`src/rtl/decode_stage.sv`:
```
// ============================================================================
// Module   : decode_stage
// Purpose  : Registered RV32I decode with valid/ready skid buffering and a
//            saturating illegal-instruction counter. Define DECODE_M_EXT_EN to
//            compile in M-extension (funct7=0000001) decode.
// Revision : 1.0 - initial release
// ============================================================================
`default_nettype none

module decode_stage #(
    parameter int XLEN  = 32,
    parameter int CNT_W = 16
) (
    input  logic             clk_i,
    input  logic             rst_ni,
    input  logic             flush_i,
    input  logic             in_valid_i,
    output logic             in_ready_o,
    input  logic [31:0]      instr_i,
    input  logic [XLEN-1:0]  pc_i,
    output logic             out_valid_o,
    input  logic             out_ready_i,
    output logic [XLEN-1:0]  out_pc_o,
    output logic [4:0]       rs1_addr_o,
    output logic [4:0]       rs2_addr_o,
    output logic [4:0]       rd_addr_o,
    output logic [XLEN-1:0]  imm_o,
    output logic [3:0]       alu_op_o,
    output logic [1:0]       operand_a_sel_o,
    output logic             operand_b_sel_o,
    output logic [2:0]       fmt_o,
    output logic             is_load_o,
    output logic             is_store_o,
    output logic             is_branch_o,
    output logic             is_jump_o,
    output logic             reg_we_o,
    output logic             mdu_o,
    output logic             illegal_o,
    output logic [CNT_W-1:0] illegal_cnt_o
);

    localparam logic [6:0] OPC_LUI    = 7'b0110111;
    localparam logic [6:0] OPC_AUIPC  = 7'b0010111;
    localparam logic [6:0] OPC_JAL    = 7'b1101111;
    localparam logic [6:0] OPC_JALR   = 7'b1100111;
    localparam logic [6:0] OPC_BRANCH = 7'b1100011;
    localparam logic [6:0] OPC_LOAD   = 7'b0000011;
    localparam logic [6:0] OPC_STORE  = 7'b0100011;
    localparam logic [6:0] OPC_OPIMM  = 7'b0010011;
    localparam logic [6:0] OPC_OP     = 7'b0110011;

    localparam logic [2:0] FMT_R = 3'd0;
    localparam logic [2:0] FMT_I = 3'd1;
    localparam logic [2:0] FMT_S = 3'd2;
    localparam logic [2:0] FMT_B = 3'd3;
    localparam logic [2:0] FMT_U = 3'd4;
    localparam logic [2:0] FMT_J = 3'd5;

    typedef struct packed {
        logic [XLEN-1:0] pc;
        logic [4:0]      rs1;
        logic [4:0]      rs2;
        logic [4:0]      rd;
        logic [XLEN-1:0] imm;
        logic [3:0]      alu_op;
        logic [1:0]      a_sel;
        logic            b_sel;
        logic [2:0]      fmt;
        logic            is_load;
        logic            is_store;
        logic            is_branch;
        logic            is_jump;
        logic            reg_we;
        logic            mdu;
        logic            illegal;
    } bundle_t;

    logic [6:0]      opcode;
    logic [2:0]      funct3;
    logic [6:0]      funct7;
    logic            shamt_hi;
    logic [XLEN-1:0] imm_i;
    logic [XLEN-1:0] imm_s;
    logic [XLEN-1:0] imm_b;
    logic [XLEN-1:0] imm_u;
    logic [XLEN-1:0] imm_j;
    bundle_t         dec;

    bundle_t         out_q;
    bundle_t         skid_q;
    logic            out_valid;
    logic            skid_valid;
    logic [CNT_W-1:0] illegal_cnt;
    logic            accept;
    logic            out_fire;

    assign opcode = instr_i[6:0];
    assign funct3 = instr_i[14:12];
    assign funct7 = instr_i[31:25];
    // instr[25] is shamt[5]: only a valid shift amount when XLEN is 64.
    assign shamt_hi = (XLEN == 32) ? instr_i[25] : 1'b0;

    assign imm_i = XLEN'($signed(instr_i[31:20]));
    assign imm_s = XLEN'($signed({instr_i[31:25], instr_i[11:7]}));
    assign imm_b = XLEN'($signed({instr_i[31], instr_i[7], instr_i[30:25], instr_i[11:8], 1'b0}));
    assign imm_u = XLEN'($signed({instr_i[31:12], 12'b0}));
    assign imm_j = XLEN'($signed({instr_i[31], instr_i[19:12], instr_i[20], instr_i[30:21], 1'b0}));

    always_comb begin
        dec       = '0;
        dec.pc    = pc_i;
        dec.rs1   = instr_i[19:15];
        dec.rs2   = instr_i[24:20];
        dec.rd    = instr_i[11:7];
        dec.fmt   = FMT_R;
        dec.b_sel = 1'b1;
        case (opcode)
            OPC_LUI: begin
                dec.fmt   = FMT_U;
                dec.imm   = imm_u;
                dec.a_sel = 2'd2;
            end
            OPC_AUIPC: begin
                dec.fmt   = FMT_U;
                dec.imm   = imm_u;
                dec.a_sel = 2'd1;
            end
            OPC_JAL: begin
                dec.fmt     = FMT_J;
                dec.imm     = imm_j;
                dec.a_sel   = 2'd1;
                dec.is_jump = 1'b1;
            end
            OPC_JALR: begin
                dec.fmt     = FMT_I;
                dec.imm     = imm_i;
                dec.is_jump = 1'b1;
            end
            OPC_BRANCH: begin
                dec.fmt       = FMT_B;
                dec.imm       = imm_b;
                dec.b_sel     = 1'b0;
                dec.alu_op    = {1'b0, funct3};
                dec.is_branch = 1'b1;
            end
            OPC_LOAD: begin
                dec.fmt     = FMT_I;
                dec.imm     = imm_i;
                dec.is_load = 1'b1;
            end
            OPC_STORE: begin
                dec.fmt      = FMT_S;
                dec.imm      = imm_s;
                dec.is_store = 1'b1;
            end
            OPC_OPIMM: begin
                dec.fmt = FMT_I;
                dec.imm = imm_i;
                if (funct3 == 3'b001) begin
                    dec.alu_op = {instr_i[30], funct3};
                    if ((instr_i[31:26] != 6'b000000) || shamt_hi)
                        dec.illegal = 1'b1;
                end else if (funct3 == 3'b101) begin
                    dec.alu_op = {instr_i[30], funct3};
                    if (((instr_i[31:26] != 6'b000000) && (instr_i[31:26] != 6'b010000)) || shamt_hi)
                        dec.illegal = 1'b1;
                end else begin
                    dec.alu_op = {1'b0, funct3};
                end
            end
            OPC_OP: begin
                dec.fmt    = FMT_R;
                dec.b_sel  = 1'b0;
                dec.alu_op = {instr_i[30], funct3};
                case (funct7)
                    7'h00: ;
                    7'h20: begin
                        if ((funct3 != 3'b000) && (funct3 != 3'b101))
                            dec.illegal = 1'b1;
                    end
                    7'h01: begin
`ifdef DECODE_M_EXT_EN
                        dec.mdu    = 1'b1;
                        dec.alu_op = {1'b0, funct3};
`else
                        dec.illegal = 1'b1;
`endif
                    end
                    default: dec.illegal = 1'b1;
                endcase
            end
            default: begin
                dec.illegal = 1'b1;
                dec.b_sel   = 1'b0;
            end
        endcase

        if (instr_i[1:0] != 2'b11)
            dec.illegal = 1'b1;

        if (dec.illegal) begin
            dec.is_load   = 1'b0;
            dec.is_store  = 1'b0;
            dec.is_branch = 1'b0;
            dec.is_jump   = 1'b0;
        end

        dec.reg_we = ((dec.fmt == FMT_R) || (dec.fmt == FMT_I) ||
                      (dec.fmt == FMT_U) || (dec.fmt == FMT_J)) &&
                     (dec.rd != 5'd0) && !dec.illegal;
    end

    // Ready comes from registered state only, so no out_ready_i -> in_ready_o path.
    assign in_ready_o = ~skid_valid;
    assign accept     = in_valid_i & ~skid_valid;
    assign out_fire   = out_valid & out_ready_i;

    always_ff @(posedge clk_i or negedge rst_ni) begin
        if (!rst_ni) begin
            out_q       <= '0;
            skid_q      <= '0;
            out_valid   <= 1'b0;
            skid_valid  <= 1'b0;
            illegal_cnt <= '0;
        end else begin
            if (out_fire && out_q.illegal && (illegal_cnt != {CNT_W{1'b1}}))
                illegal_cnt <= illegal_cnt + CNT_W'(1);

            if (flush_i) begin
                out_valid  <= 1'b0;
                skid_valid <= 1'b0;
            end else if (!out_valid || out_ready_i) begin
                if (skid_valid) begin
                    out_q      <= skid_q;
                    out_valid  <= 1'b1;
                    skid_valid <= 1'b0;
                end else if (accept) begin
                    out_q     <= dec;
                    out_valid <= 1'b1;
                end else begin
                    out_valid <= 1'b0;
                end
            end else if (accept) begin
                skid_q     <= dec;
                skid_valid <= 1'b1;
            end
        end
    end

    assign out_valid_o     = out_valid;
    assign out_pc_o        = out_q.pc;
    assign rs1_addr_o      = out_q.rs1;
    assign rs2_addr_o      = out_q.rs2;
    assign rd_addr_o       = out_q.rd;
    assign imm_o           = out_q.imm;
    assign alu_op_o        = out_q.alu_op;
    assign operand_a_sel_o = out_q.a_sel;
    assign operand_b_sel_o = out_q.b_sel;
    assign fmt_o           = out_q.fmt;
    assign is_load_o       = out_q.is_load;
    assign is_store_o      = out_q.is_store;
    assign is_branch_o     = out_q.is_branch;
    assign is_jump_o       = out_q.is_jump;
    assign reg_we_o        = out_q.reg_we;
    assign mdu_o           = out_q.mdu;
    assign illegal_o       = out_q.illegal;
    assign illegal_cnt_o   = illegal_cnt;

endmodule

`default_nettype wire

```
`config.mk`:
```
export PLATFORM = sky130hd
export DESIGN_NAME = decode_stage
export DESIGN_NICKNAME = d
export VERILOG_FILES = /design/src/rtl/decode_stage.sv
export SDC_FILE = /design/constraint.sdc
export NUM_CORES = 1
export LEC_CHECK = 0
export ABC_AREA = 0
export CORE_ASPECT_RATIO = 1.1
export CORE_UTILIZATION = 35
export DETAILED_ROUTE_END_ITERATION = 10
export SLEW_MARGIN = 40
export SYNTH_ARGS = -nofsm -noshare
export SYNTH_HDL_FRONTEND = slang
export SYNTH_SLANG_ARGS = --single-unit
```
`constraint.sdc`:
```
create_clock -name clk_i -period 2.15 [get_ports clk_i]
set_input_delay 0.645 -clock clk_i [delete_from_list [all_inputs] [get_ports clk_i]]
set_output_delay 0.645 -clock clk_i [all_outputs]
set_load 0.005 [all_outputs]
```
# --- Word level (Yosys, flattened, before mapping) ---
# Cells that the tools add are included.
classes:
  addsub: 1
  mul: 0
  n_div: 0
  n_lt_le_gt_ge: 0
  eq_ne: 19
  shift: 0
  muxes: 29
  n_bitwise: 5
  reduce_logical: 30
ops:
  columns: ["op", "n"]
  rows:
  - ["two-way mux 96 bit", 2]
  - ["case mux 32 bit (5 select lines)", 1]
  - ["equality test 7 x 6 -> 1 bit (second input constant)", 4]
  - ["equality test 7 bit (second input constant)", 3]
  - ["two-way mux 1 bit", 18]
  - ["adder 16 x 1 -> 16 bit (second input constant)", 1]
  - ["!= test 16 bit (second input constant)", 1]
  - ["case mux 3 bit (5 select lines)", 1]
  - ["equality test 7 x 5 -> 1 bit (second input constant)", 2]
  - ["OR reduction 7 bit", 2]
  - ["two-way mux 4 bit", 3]
  - ["case mux 4 bit (3 select lines)", 1]
  - ["equality test 3 bit (second input constant)", 3]
  - ["equality test 7 x 2 -> 1 bit (second input constant)", 1]
  - ["logical NOT 7 bit", 1]
  - ["equality test 3 x 1 -> 1 bit (second input constant)", 2]
  - ["logical AND 1 bit", 6]
  - ["logical OR 1 bit", 6]
  - ["!= test 6 x 5 -> 1 bit (second input constant)", 1]
  - ["AND reduction 3 bit", 2]
  - ["nonzero test 3 bit", 2]
  - ["nonzero test 6 bit", 1]
  - ["OR reduction 2 bit", 3]
  - ["nonzero test 5 bit", 1]
  - ["11 further kinds", 16]
word_totals:
  regBits: 209
  latch_bits: 0
  ramBits: 0
  romBits: 0
  inputBits: 69
  wordCells: 118
  mem_count: 0

# --- Depth between registers and ports, before layout ---
# Gate-level depths: netlist of run 1.
depth:
  word_depth: 12
  depth_mapped: 8
  mapped_depth_nobuf: 5

# --- Worst setup path before layout of run 1 ---
# No wires, ideal clock.
synth_path:
  kind: "input to register"
  from: "input port flush_i"
  to: "register skid_q[4] in the netlist's numbering"
  setup_time_ns: 0.125
  arrival_ns: 1.844
  t_required_ns: 2.025
  path_slack_ns: 0.182
  stages: 5
  path_buffers: 2
  path_cell_list: "buf_2 -> or3b_2 -> nor2_2 -> buf_4 -> mux2_2"
synth_between:
  elab_chain_cells: 2
synth_lines:
  columns: ["element", "line", "text"]
  rows:
  - ["start: declaration", "16", "input logic flush_i,"]
  - ["NOT 1 bit (no line)", null, null]
  - ["AND reduction 3 bit (no line)", null, null]
  - ["end signal: assignment", "221", "skid_q <= '0;"]
  - ["end signal: assignment", "244", "skid_q <= dec;"]
  - ["end: declaration", "90", "bundle_t skid_q;"]
# Every way passes these cells.
# A chain may end at the register's enable or synchronous reset.

# --- Worst setup path after layout of run 1 ---
layout_path:
  from: "register out_q, in the netlist illegal_o"
  to: "output port illegal_o"
layout_rtl:
  columns: ["element", "line", "text"]
  rows:
  - ["start: declaration", "89", "bundle_t out_q;"]
  - ["start signal: assignment", "234", "out_q <= skid_q;"]
  - ["end: declaration", "38", "output logic illegal_o,"]
# No word-level cell between the ends.

==> flow_summary.json, run 1 <==
{
  "power_per_cell_area_nw_per_um2": 811.2,
  "crit_slowest_cell": "clkdlybuf4s50_1",
  "syn-num-nets": 1052,
  "endpoint": "illegal_o",
  "place_congestion": 0.8060,
  "post_synth_most_frequent_cells": "nand2_1, dfrtp_1, o21ai_0",
  "netlist.top_cell.by_area": "dfrtp_1",
  "worst_setup_path_startpoint": "illegal_o",
  "drive_above_1_share_pct": 13.25,
  "crit_path_start_kind": "register",
  "drt_drc_violations_left": 0,
  "worstSetupEndpointType": "output pin",
  "coreArea_sq_um": 26880,
  "crit_cells": 1,
  "placement_rows": 63,
  "cts_tree": "built",
  "setup_repair_after_global_routing_missed_its_margin": "no",
  "synth.top_cell.area_share_pct": 54.58,
  "detail_route.wirelength_um": 26640,
  "hold-worst-slack_ps": 28.35,
  "areaGrowthSynthToFinish_pct": 36.66,
  "critPathBufInv": 1,
  "crit-reg2reg-launch": "skid_valid",
  "path_clk_slew_ps": 60,
  "globalRouteOverflowTotal": 0,
  "cts-root-buf": "clkbuf_16",
  "detailroute.via_count": 7948,
  "drtPass1Iterations": 6,
  "yosys-top-cells-area": "dfrtp_1, nand2_1, mux2i_1",
  "postSynthAreaPerCell_sq_um": 9.711,
  "vias_per_cell": 5.008,
  "die_height_um": 175.1,
  "routed_wire_length_per_instance_um": 16.78,
  "leakagePower_uw": 0.005534,
  "post-layout-total-power_uw": 10570,
  "timing_limited_maximum_frequency_mhz": 476.9,
  "synthFlopType": "dfrtp_1",
  "fill_cells": 2530,
  "total_of_max_cap_violations": 0,
  "combined_area_of_all_synthesized_cells_sq_um": 9537,
  "final_util_pct": 48.48,
  "worst_skew_pair.late_latency_ps": 520,
  "overall_die_width_um": 159.4,
  "hold_class": "in2async",
  "synthesis.instances": 982,
  "port_buffers": 181,
  "synth_warnings": 0,
  "top_level_ports": 183,
  "ir_worst_vdd_mv": 0.4202,
  "n_antenna_cell": 0,
  "drc_marker_count_from_the_first_detailed_route_iteration": 540,
  "finalSetupViolations": 0,
  "first_global_vias": 7723,
  "clock_skew_ps": 18.48,
  "async_set_reset_flop_share_out_of_synthesis_pct": 100.0,
  "finalNetCount": 1287,
  "synth_cell_type_count": 69,
  "finalHoldViolations": 0,
  "min_period_ps": 2097,
  "post_cts_hold_buffer_count": 0,
  "setup.reg_to_reg.worst_slack_ps": 180,
  "grt_antenna_before_repair": 0,
  "worst_ep_arrival_time_ps": 1450,
  "yosys.cell_count.top_type": "nand2_1",
  "cells_along_the_critical_path": "clkdlybuf4s50_1",
  "gr-usage-all-layers_pct": 19.24,
  "detail-route-antenna-nets": 0,
  "worst-path-max-fanout": 4,
  "tns_ps": 0,
  "seq_area_frac_synth_pct": 54.58,
  "r2r_end": "imm_o[12]",
  "worst_path_dominant_cell_family": "buffers and inverters",
  "synth_edf_count": 0,
  "tritoncts.num_buffers": 23,
  "die_area_sq_um": 27910,
  "clock_tree.htree_level_count": 1,
  "clkSinkCount": 208,
  "slew-limit-headroom_pct": 55.01,
  "timing.reg2reg.worst_path_depth": 6,
  "timing_max_transition_violations_final": 0,
  "dpl_worst_slack_ps": -386.1,
  "worstPathRequired_ps": 1500,
  "outcome": "completed",
  "clk_path_buf_depth": 3,
  "grt_pass1_wl_um": 42920,
  "initial_util_pct": 35.48,
  "timing.final.crit_share_pct": 97.54,
  "path_class": "reg2out",
  "critical_path.max_stage_delay_ps": 520,
  "synth-seq-cells": 208,
  "worst_slew_pin_slew_ps": 672.3,
  "maximum_number_of_pins_on_one_net_before_global_route_repair": 66,
  "hpwl_um": 18910,
  "post-route-worst-setup-slack_ps": 52.93
}
-- what timing repair did --
| item | in CTS | in global routing |
|---|---|---|
| setup buffers | 1 | 5 |
| endpoints found under the hold margin | 0 | 0 |
| setup endpoints to repair | 4 | 7 |
| resized for setup | 4 | 4 |
-- layout make-up --
type                    count  area (sq um)  area share [%]
clock buffers              36         694.4           5.328
flip-flops and latches    208          5218           40.03
multi-input cells         698          3900           29.93
well taps                 357         446.7           3.427
clock inverters             2         13.76          0.1056
inverters                   8         30.03          0.2304
repair buffers            278          2730           20.95
-- through the flow --
| stage | instances | cell area [sq um] |
|---|---|---|
| floorplan | 982 | 9537 |
| global placement | 1543 | 12270 |
| detailed placement | 1543 | 12270 |
| CTS | 1582 | 12990 |
| global route | 1587 | 13030 |
| finish | 1587 | 13030 |
-- kinds of logic (layout without fill, tap and decap cells) --
family | after synthesis | in the layout | synth area share (%)
buf+inv | 76 | 324 | 4.776
fa+ha+maj | 1 | 1 | 0.1312
xor+xnor | 10 | 10 | 0.9185
simple gates | 420 | 420 | 19.59
other cells | 1 | 1 | 0.03932
mux | 53 | 53 | 5.628
flops | 208 | 208 | 54.58
compound gates | 213 | 213 | 14.34
-- worst min path at each step --
stage,end,slack [ps]
4_1_cts,out_pc_o[13],10
6_report,out_pc_o[5],30
3_3_place_gp,skid_q[28],450
3_5_place_dp,skid_q[9],460
5_1_grt,skid_q[77],30
2_1_floorplan,alu_op_o[0],350
-- cells in the final DEF, fill, tap and decap left out, drive strengths merged, types with 5 or more instances in the layout --
cell type	netlist	final
nand2	278	278
dfrtp	208	208
o21a	5	5
mux2i	48	48
nand4b	5	5
xnor2	8	8
nor2	45	45
a211oi	11	11
inv	8	9
nor3	23	23
clkbuf	19	37
nor4	14	14
a31oi	26	26
a21oi	23	23
o21bai	12	12
buf	47	97
o211ai	19	19
clkdlybuf4s50	0	179
o21ai	85	85
nand3	19	19
mux2	5	5
o31ai	10	10
a22oi	6	6
-- report_power, final --
group,internal (uW),switching (uW)
logic,1090,845
registers,4520,375
clock network,2200,1540
total,7810,2760
-- flip-flops by register name, summed over array words and instances (netlist names), 2 cells and up --
signal           cells
skid_q              95
imm_o               32
out_pc_o            32
illegal_cnt_o       16
rd_addr_o            5
rs1_addr_o           5
rs2_addr_o           5
alu_op_o             4
fmt_o                3
operand_a_sel_o      2
-- layer usage --
metal  GRT usage (%)  up-vias  routed length [um]
met1           26.19     3826               11910
met2           32.04      199               12880
met4           4.968        0                 558
met5               0        -                   0
met3           2.872       43                1288
li1                -     3880                   -
Power figures use the tool's default switching activity.
==> run 2: changes to the inputs <==
==> constraint.sdc (replaced) <==
create_clock -name clk_i -period 1.9 [get_ports clk_i]
set_input_delay 0.57 -clock clk_i [delete_from_list [all_inputs] [get_ports clk_i]]
set_output_delay 0.57 -clock clk_i [all_outputs]
set_load 0.005 [all_outputs]
==> run 2 against run 1 <==
Effect of this change: count of clock-buffer cells in the layout stayed put; setup slack worse by 18 ps; global-route usage is 0.65 points higher; first-iteration DRC count is 30% higher; core utilization is 1.1 points higher; non-clock buffer count is 33 higher; final area is 2.3% higher; clock power is 26% higher; clock skew is 10 ps lower; power is 16% higher; hold slack better by 430 ps; via count is 3.2% higher; largest power group unchanged.
==> flow_summary.json, run 2 (synthesis results as in run 1) <==
{
  "outcome": "completed",
  "drive_above_1_share_pct": 16.23,
  "overall_die_width_um": 159.4,
  "drc_marker_count_from_the_first_detailed_route_iteration": 700,
  "tritoncts.num_buffers": 24,
  "timing_max_transition_violations_final": 0,
  "port_buffers": 181,
  "maximum_number_of_pins_on_one_net_before_global_route_repair": 83,
  "critical_path.max_stage_delay_ps": 480,
  "detailroute.via_count": 8205,
  "cells_along_the_critical_path": "clkdlybuf4s50_1 -> or3b_4 -> nor2_4 -> buf_4 -> mux2_2",
  "finalHoldViolations": 0,
  "ir_worst_vdd_mv": 0.4869,
  "slew-limit-headroom_pct": 62.93,
  "finalSetupViolations": 0,
  "layout_commonest_cell": "nand2_1",
  "leakagePower_uw": 0.006094,
  "fill_cells": 2550,
  "power_per_cell_area_nw_per_um2": 922.9,
  "worstSetupEndpointType": "register",
  "worst_slew_pin_slew_ps": 556.1,
  "top_level_ports": 183,
  "worst_path_dominant_cell_family": "simple AND/OR/NAND/NOR gates",
  "crit-reg2reg-launch": "skid_valid",
  "regMostFlops": "skid_q",
  "tns_ps": 0,
  "hpwl_um": 18730,
  "worstPathRequired_ps": 2300,
  "hold-worst-slack_ps": 456.1,
  "total_of_max_cap_violations": 0,
  "crit_path_start_kind": "input port",
  "ff_latch_area_sq_um": 5214,
  "setup_repair_after_global_routing_missed_its_margin": "yes",
  "crit_slowest_cell": "clkdlybuf4s50_1",
  "drt_drc_violations_left": 0,
  "timing_limited_maximum_frequency_mhz": 536.3,
  "drtPass1Iterations": 6,
  "clkSinkCount": 208,
  "worst-path-max-fanout": 8,
  "grt_pass1_wl_um": 44440,
  "worst_ep_arrival_time_ps": 2270,
  "grt_antenna_before_repair": 0,
  "die_height_um": 175.1,
  "cts_tree": "built",
  "cts-root-buf": "clkbuf_16",
  "vias_per_cell": 5.046,
  "clock_tree.htree_level_count": 1,
  "placement_rows": 63,
  "coreArea_sq_um": 26880,
  "gr-usage-all-layers_pct": 19.89,
  "hold_class": "in2async",
  "die_area_sq_um": 27910,
  "layout_common_cells": "nand2_1, dfrtp_1, dlygate4sd2_1",
  "routed_wire_length_per_instance_um": 16.98,
  "detail-route-antenna-nets": 0,
  "worst_skew_pair.late_latency_ps": 520,
  "globalRouteOverflowTotal": 0,
  "clock_skew_ps": 8.144,
  "flip_flop_count_of_the_largest_register_all_copies_and_words_added": 95,
  "n_antenna_cell": 0,
  "path_class": "in2reg",
  "critPathBufInv": 2,
  "finalNetCount": 1321,
  "clk_path_buf_depth": 3,
  "timing.final.crit_share_pct": 98.14,
  "initial_util_pct": 35.48,
  "worst_setup_path_startpoint": "flush_i",
  "place_congestion": 0.8034,
  "path_clk_slew_ps": 60,
  "first_global_vias": 8077,
  "areaGrowthSynthToFinish_pct": 39.83,
  "min_period_ps": 1865,
  "detail_route.wirelength_um": 27600,
  "multiInputGateArea_sq_um": 3934
}
## run 2: per-layer routing
layer  up-vias  track usage (%)  part of all wire (%)
met2       208            33.00                    48
met1      3988            27.36                    46
li1       3973                -                     -
met5         -                0                     0
met4         0            5.529                   2.2
met3        36            2.469                   4.4
## run 2: final timing paths
path                            slack [ps]  cells past startpoint    endpoint
worst max-delay path                    40                      5   skid_q[4]
max in group asynchronous              780                      3  skid_q[23]
worst min register to register         470                      2  skid_q[28]
worst max register to register          60                      4   skid_q[4]
min in group clk_i                     470                      2  skid_q[28]
worst min-delay path                   460                      2  skid_q[83]
## run 2: power by group
part           internal [uW]  total [uW]  switching, uW
sequential              5110        5490            377
clock                   2870        4710           1840
combinational           1090        2110           1020
total                   9070       12300           3240
## run 2: stage by stage
step | utilization, % | worst slack [ps] | cells | instance area, sq um | power [uW]
5_1_grt | 49.61 | -19.79 | 1626 | 13340 | 12920
3_3_place_gp | 45.85 | -516.2 | 1550 | 12320 | 7758
3_5_place_dp | 45.85 | -552.8 | 1550 | 12320 | 7808
6_report | 49.61 | 35.42 | 1626 | 13340 | 12310
4_1_cts | 49.23 | -44.84 | 1621 | 13230 | 12430
2_1_floorplan | - | 6.633 | 982 | 9537 | 6419
## run 2: layout make-up
| cell class | instances | area share, % |
|---|---|---|
| clock buffers | 36 | 5.376 |
| multi-input cells | 698 | 29.50 |
| inverters | 8 | 0.2252 |
| flip-flops and latches | 208 | 39.10 |
| clock inverters | 8 | 0.6943 |
| well taps | 357 | 3.350 |
| repair buffers | 311 | 21.76 |
## run 2: repair_timing
action,4_1_cts,5_1_grt
resized for setup,120,14
endpoints found under the hold margin,6,0
setup endpoints to repair,117,52
hold buffers,1,0
cloned,1,1
pin swaps,0,1
buffers inserted,25,4
==> run 3: changes to the inputs <==
--- a/config.mk
+++ b/config.mk
@@ -6,6 +6,7 @@
 export NUM_CORES = 1
 export LEC_CHECK = 0
 export ABC_AREA = 0
+export CAP_MARGIN = 0
 export CORE_ASPECT_RATIO = 1.1
 export CORE_UTILIZATION = 35
 export DETAILED_ROUTE_END_ITERATION = 10
==> results of run 3 <==
Same layout as run 2: the final DEF is identical, and so are final timing and power.
